--- src/rtl/imm_extend_queue.sv ---
// RV32I immediate generator feeding a DEPTH-entry in-order FIFO toward the operand mux.
// Optional macro IMM_EXTEND_QUEUE_CSR_EN enables the Z (CSR zimm) format.
module imm_extend_queue #(
    parameter int XLEN        = 32,
    parameter int DEPTH       = 2,
    parameter int AUTO_DECODE = 0
) (
    input  logic                       clk,
    input  logic                       rst,
    input  logic                       in_valid,
    output logic                       in_ready,
    input  logic [31:0]                inst,
    input  logic [2:0]                 imm_type,
    output logic                       out_valid,
    input  logic                       out_ready,
    output logic [XLEN-1:0]            ext_imm,
    output logic [2:0]                 out_type,
    output logic                       illegal,
    output logic [$clog2(DEPTH+1)-1:0] count
);

    localparam int CNT_W = $clog2(DEPTH + 1);
    localparam int PTR_W = (DEPTH > 1) ? $clog2(DEPTH) : 1;
    localparam logic [CNT_W-1:0] DEPTH_C  = CNT_W'(DEPTH);
    localparam logic [PTR_W-1:0] LAST_PTR = PTR_W'(DEPTH - 1);

    localparam logic [2:0] TYPE_I   = 3'b000;
    localparam logic [2:0] TYPE_S   = 3'b001;
    localparam logic [2:0] TYPE_R   = 3'b010;
    localparam logic [2:0] TYPE_B   = 3'b011;
    localparam logic [2:0] TYPE_U   = 3'b100;
    localparam logic [2:0] TYPE_J   = 3'b101;
    localparam logic [2:0] TYPE_Z   = 3'b110;
    localparam logic [2:0] TYPE_RSV = 3'b111;

`ifdef IMM_EXTEND_QUEUE_CSR_EN
    localparam bit CSR_EN = 1'b1;
`else
    localparam bit CSR_EN = 1'b0;
`endif

    logic [2:0]      w_auto_type;
    logic [2:0]      w_type;
    logic [XLEN-1:0] w_imm;
    logic            w_illegal;
    logic            w_push;
    logic            w_pop;

    logic [XLEN-1:0]  r_imm  [DEPTH];
    logic [2:0]       r_type [DEPTH];
    logic             r_ill  [DEPTH];
    logic [PTR_W-1:0] r_wptr;
    logic [PTR_W-1:0] r_rptr;
    logic [CNT_W-1:0] r_count;

    always_comb begin
        w_auto_type = TYPE_RSV;
        case (inst[6:0])
            7'b0010011, 7'b0000011, 7'b1100111: w_auto_type = TYPE_I;
            7'b0100011:                         w_auto_type = TYPE_S;
            7'b0110011:                         w_auto_type = TYPE_R;
            7'b1100011:                         w_auto_type = TYPE_B;
            7'b0110111, 7'b0010111:             w_auto_type = TYPE_U;
            7'b1101111:                         w_auto_type = TYPE_J;
            7'b1110011:                         w_auto_type = (CSR_EN && inst[14]) ? TYPE_Z : TYPE_I;
            default:                            w_auto_type = TYPE_RSV;
        endcase
    end

    assign w_type = (AUTO_DECODE != 0) ? w_auto_type : imm_type;

    // Unsupported formats still enqueue, carrying the requested code and a zero immediate.
    always_comb begin
        w_imm     = '0;
        w_illegal = 1'b0;
        case (w_type)
            TYPE_I: w_imm = {{(XLEN-12){inst[31]}}, inst[31:20]};
            TYPE_S: w_imm = {{(XLEN-12){inst[31]}}, inst[31:25], inst[11:7]};
            TYPE_R: w_imm = '0;
            TYPE_B: w_imm = {{(XLEN-13){inst[31]}}, inst[31], inst[7], inst[30:25], inst[11:8], 1'b0};
            TYPE_U: begin
                w_imm       = {XLEN{inst[31]}};
                w_imm[31:0] = {inst[31:12], 12'b0};
            end
            TYPE_J: w_imm = {{(XLEN-21){inst[31]}}, inst[31], inst[19:12], inst[20], inst[30:21], 1'b0};
            TYPE_Z: begin
                if (CSR_EN) begin
                    w_imm = {{(XLEN-5){1'b0}}, inst[19:15]};
                end else begin
                    w_illegal = 1'b1;
                end
            end
            default: w_illegal = 1'b1;
        endcase
    end

    // Handshake: a transfer happens on a rising edge where valid && ready; in_ready may
    // depend on out_ready so a full queue accepts a word in the same cycle it is popped.
    assign out_valid = (r_count != '0);
    assign in_ready  = rst && ((r_count < DEPTH_C) || out_ready);
    assign w_push    = in_valid && in_ready;
    assign w_pop     = out_valid && out_ready;

    always_ff @(posedge clk) begin
        if (w_push) begin
            r_imm[r_wptr]  <= w_imm;
            r_type[r_wptr] <= w_type;
            r_ill[r_wptr]  <= w_illegal;
        end
    end

    always_ff @(posedge clk or negedge rst) begin
        if (!rst) begin
            r_wptr  <= '0;
            r_rptr  <= '0;
            r_count <= '0;
        end else begin
            if (w_push) begin
                r_wptr <= (r_wptr == LAST_PTR) ? '0 : r_wptr + 1'b1;
            end
            if (w_pop) begin
                r_rptr <= (r_rptr == LAST_PTR) ? '0 : r_rptr + 1'b1;
            end
            case ({w_push, w_pop})
                2'b10:   r_count <= r_count + 1'b1;
                2'b01:   r_count <= r_count - 1'b1;
                default: r_count <= r_count;
            endcase
        end
    end

    assign ext_imm  = out_valid ? r_imm[r_rptr]  : '0;
    assign out_type = out_valid ? r_type[r_rptr] : 3'b000;
    assign illegal  = out_valid ? r_ill[r_rptr]  : 1'b0;
    assign count    = r_count;

endmodule
--- config.mk ---
export PLATFORM = sky130hd
export DESIGN_NAME = imm_extend_queue
export DESIGN_NICKNAME = d
export VERILOG_FILES = /design/src/rtl/imm_extend_queue.sv
export SDC_FILE = /design/constraint.sdc
export NUM_CORES = 1
export LEC_CHECK = 0
export ABC_AREA = 1
export ABC_CLOCK_PERIOD_IN_PS = 2500
export BUFFER_PORTS_ARGS = -buffer_cell sky130_fd_sc_hd__buf_2
export CORE_ASPECT_RATIO = 1.5
export CORE_MARGIN = 2
export CORE_UTILIZATION = 35
export DETAILED_ROUTE_END_ITERATION = 16
export GPL_ROUTABILITY_DRIVEN = 0
export PLACE_DENSITY_LB_ADDON = 0.12
export SLEW_MARGIN = 40
export SYNTH_ARGS = -nofsm -noshare
export SYNTH_HDL_FRONTEND = slang
export SYNTH_SLANG_ARGS = --single-unit
--- constraint.sdc ---
create_clock -name clk -period 2.5 [get_ports clk]
set_input_delay 0.125 -clock clk [delete_from_list [all_inputs] [get_ports clk]]
set_output_delay 0.125 -clock clk [all_outputs]
set_load 0.005 [all_outputs]
==> summary.md <==
| Metric | Value |
|---|---|
| Worst Path Required | ~2.4 ns |
| Row Count | 44 |
| Seq/Total Area, Yosys | 66.42% |
| ANT cells | 0 |
| Clock transition at path regs | ~0.050 ns |
| Synthesized Nets | 375 |
| First-pass DRT Iterations | 4 |
| Layout Utilization | a little over two fifths |
| Power Dens Cells | 997.3 nW/µm² |
| Outcome | finished, final reports clean |
| Maximum clock rate | between 500 and 600 MHz |
| Fin Hold WS | around 0.10 ns |
| Unrepaired setup endpoints after global routing | false |
| Clock skew | 0.003157 ns |
| Total grt overflow | 0 |
| Setup WS post-layout | approximately 0.6 ns |
| Least-Margin Pin Slew | approximately 0.72 ns |
| Area post-placement | 3854 µm² |
| Headroom to the max-slew limit | a little over 50% |
| Final Hold Vio Count | 0 |
| Peak supply drop | 631.5 µV |
| Antenna Nets Post-Route | 0 |
| Routed WL | approximately 7900 µm |
| CP arrival | 1.76 ns |
| Min-delay src | in_valid |
| #FFs+latches synth | 76 |
| Setup TNS | 0 ns |
| Final setup vio count | 0 |
| Initial core utilization | roughly 36% |
| Synth Instances | ~340 |
| Root buffer cell | clkbuf_16 |
| All-layer global routing usage | about 16% |
| I/O Buffers | a little over 70 |
| Core area | about 9600 µm² |
| CP startpoint | count[1] |
| Max Root-Sink Buffers | 2 |
| WS Path Type | register to output port |
| Die ar. | 10550 µm² |
| Layout overhead on the synthesized area | 21.09% |
| Antenna violations before repair | 0 |
| Pre-CTS setup slack | 0.8781 ns |
| Worst-Skew Late Latency | 0.33 ns |
| Leak pwr | 1.841 nW |
| Class of the most critical hold timing path | primary input to register |
| Die Ht | about 120 µm |
| DR vias/cell | between 4 and 5 |
| Inst Count DP | ~500 |
| Max-slew violation count | 0 |
| Netlist Area Pre-Place | 3406 µm² |
| Vias | 2533 |
| Vias in the first global route | approximately 2500 |
| Fin crit share | between 70% and 80% |
| Commonest non-fill, non-tap cell in the layout | nand2_1 |
| Fin nets | approximately 450 |
| # DRC | 0 |
| Largest net degree at the start of global routing | 38 |
| Layout Cells excl Fill | roughly 530 |
| Min Tclk post-route | between 1.5 and 2 ns |
| CP Capture Type | output port |
| Crit path max fanout | 36 |
| Number of clock sinks | 76 |
| Overall power | slightly above 4 mW |
| CTS tree | yes |
| Total CTS buffers | 9 |
| DR iter-0 viols | about 110 |
| Max H-tree Level | 3 |
| Netlist cell types | 24 |
| Die Width | about 85 µm |
| Non-Filler Cell Area, Final | ~4100 µm² |
| Startpoint types | register |
| Avg Inst Size Synth | 10.17 µm² |
| R2r startpoint | count[1] |
| YS warnings | 0 |
| Maxcap violations | 0 |
| IO Pins | 79 |
| Commonest non-fill, non-tap cells in the layout | nand2_1 (124), edfxtp_1 (72), buf_2 (71) |
| Layout cells sized above 1 | 24.33% |
| First-pass GRT wire length | 12730 µm |
| Fillers | 978 |
| Avg WL per Cell | 15.06 µm |
| Dpl hpwl | 5068 µm |
==> Yosys cell counts <==
| master | instances | area, µm² |
|---|---|---|
| xor2_1 | 1 | 8.760 |
| inv_1 | 25 | 93.84 |
| o21ai_0 | 2 | 10.01 |
| nor2_4 | 1 | 11.26 |
| a21oi_1 | 36 | 180.2 |
| buf_4 | 2 | 15.01 |
| ha_1 | 1 | 12.51 |
| nand2_2 | 4 | 25.02 |
| clkbuf_4 | 2 | 15.01 |
| buf_2 | 11 | 55.05 |
| nand3_1 | 29 | 145.1 |
| inv_2 | 3 | 11.26 |
| nand3_2 | 1 | 10.01 |
| nor2_2 | 1 | 6.260 |
| dfrtp_1 | 4 | 100.1 |
| edfxtp_1 | 72 | 2162 |
| clkbuf_1 | 1 | 3.750 |
| and2_1 | 1 | 6.260 |
| xnor2_1 | 1 | 8.760 |
| nand2_1 | 124 | 465.5 |
| inv_4 | 1 | 6.260 |
| nand4_1 | 2 | 12.51 |
| nor2_1 | 9 | 33.78 |
| a21boi_0 | 1 | 7.510 |
==> registers in the layout, indices dropped and copies added (netlist names) <==
name and flops:
count 2, r_imm 64, r_rptr 1, r_type 6
r_wptr 1, r_ill 2
==> cell type report <==
class                      count  area (µm²)  area share [%]
timing repair buffer          76       395.4           9.587
inverter                      29       111.4           2.700
clock inverter                 6       31.28          0.7585
tap                          115       143.9           3.489
clock buffer                  10       229.0           5.552
sequential                    76        2262           54.85
multi-input combinational    214       950.9           23.06
==> worst paths after layout <==
kind,to,slack (ns),cells past startpoint
min in group asynchronous,r_wptr,0.15,2
worst min-delay path,r_wptr,0.10,3
max in group asynchronous,r_rptr,2.21,2
worst max register to register,r_imm[1][20],0.88,4
worst max-delay path,out_type[1],0.61,5
worst min register to register,r_wptr,0.48,2
==> worst max-delay path: stages, from the launching register on <==
cell and delay [ns]:
dfrtp_1 0.41, inv_1 0.10, nand2_2 0.07, inv_2 0.53
a21oi_1 0.13, buf_2 0.17
==> metal layers <==
layer | vias to the layer above | part of all wire, % | track usage, %
met3 | 12 | 5.1 | 3.777
met4 | 0 | 1.7 | 5.976
met2 | 76 | 51 | 26.68
met1 | 1187 | 42 | 18.91
li1 | 1258 | - | -
met5 | - | 0 | 0
==> kinds of logic (layout without fill, tap and decap cells) <==
group	count (synthesis)	in the layout	share of synthesized area [%]
AOI/OAI and AO/OA	39	39	5.805
adders and majority gates	1	1	0.3673
DFF	76	76	66.42
buffers and inverters	45	121	5.878
xor gates and xnor gates	2	2	0.5144
and+or+nand+nor	172	172	21.01
==> where the power goes <==
| part | total [mW] | switching, mW | internal [mW] |
|---|---|---|---|
| clock | 1.13 | 0.468 | 0.660 |
| combinational | 1.35 | 0.868 | 0.483 |
| sequential | 1.63 | 0.0542 | 1.58 |
==> timing repair <==
action / CTS / global route
setup buffers: 0 / 0
hold endpoints to repair: 4 / 0
hold buffers: 1 / 0
endpoints found under the setup margin: 0 / 0
gates resized for setup: 0 / 0
Power figures use the tool's default switching activity.
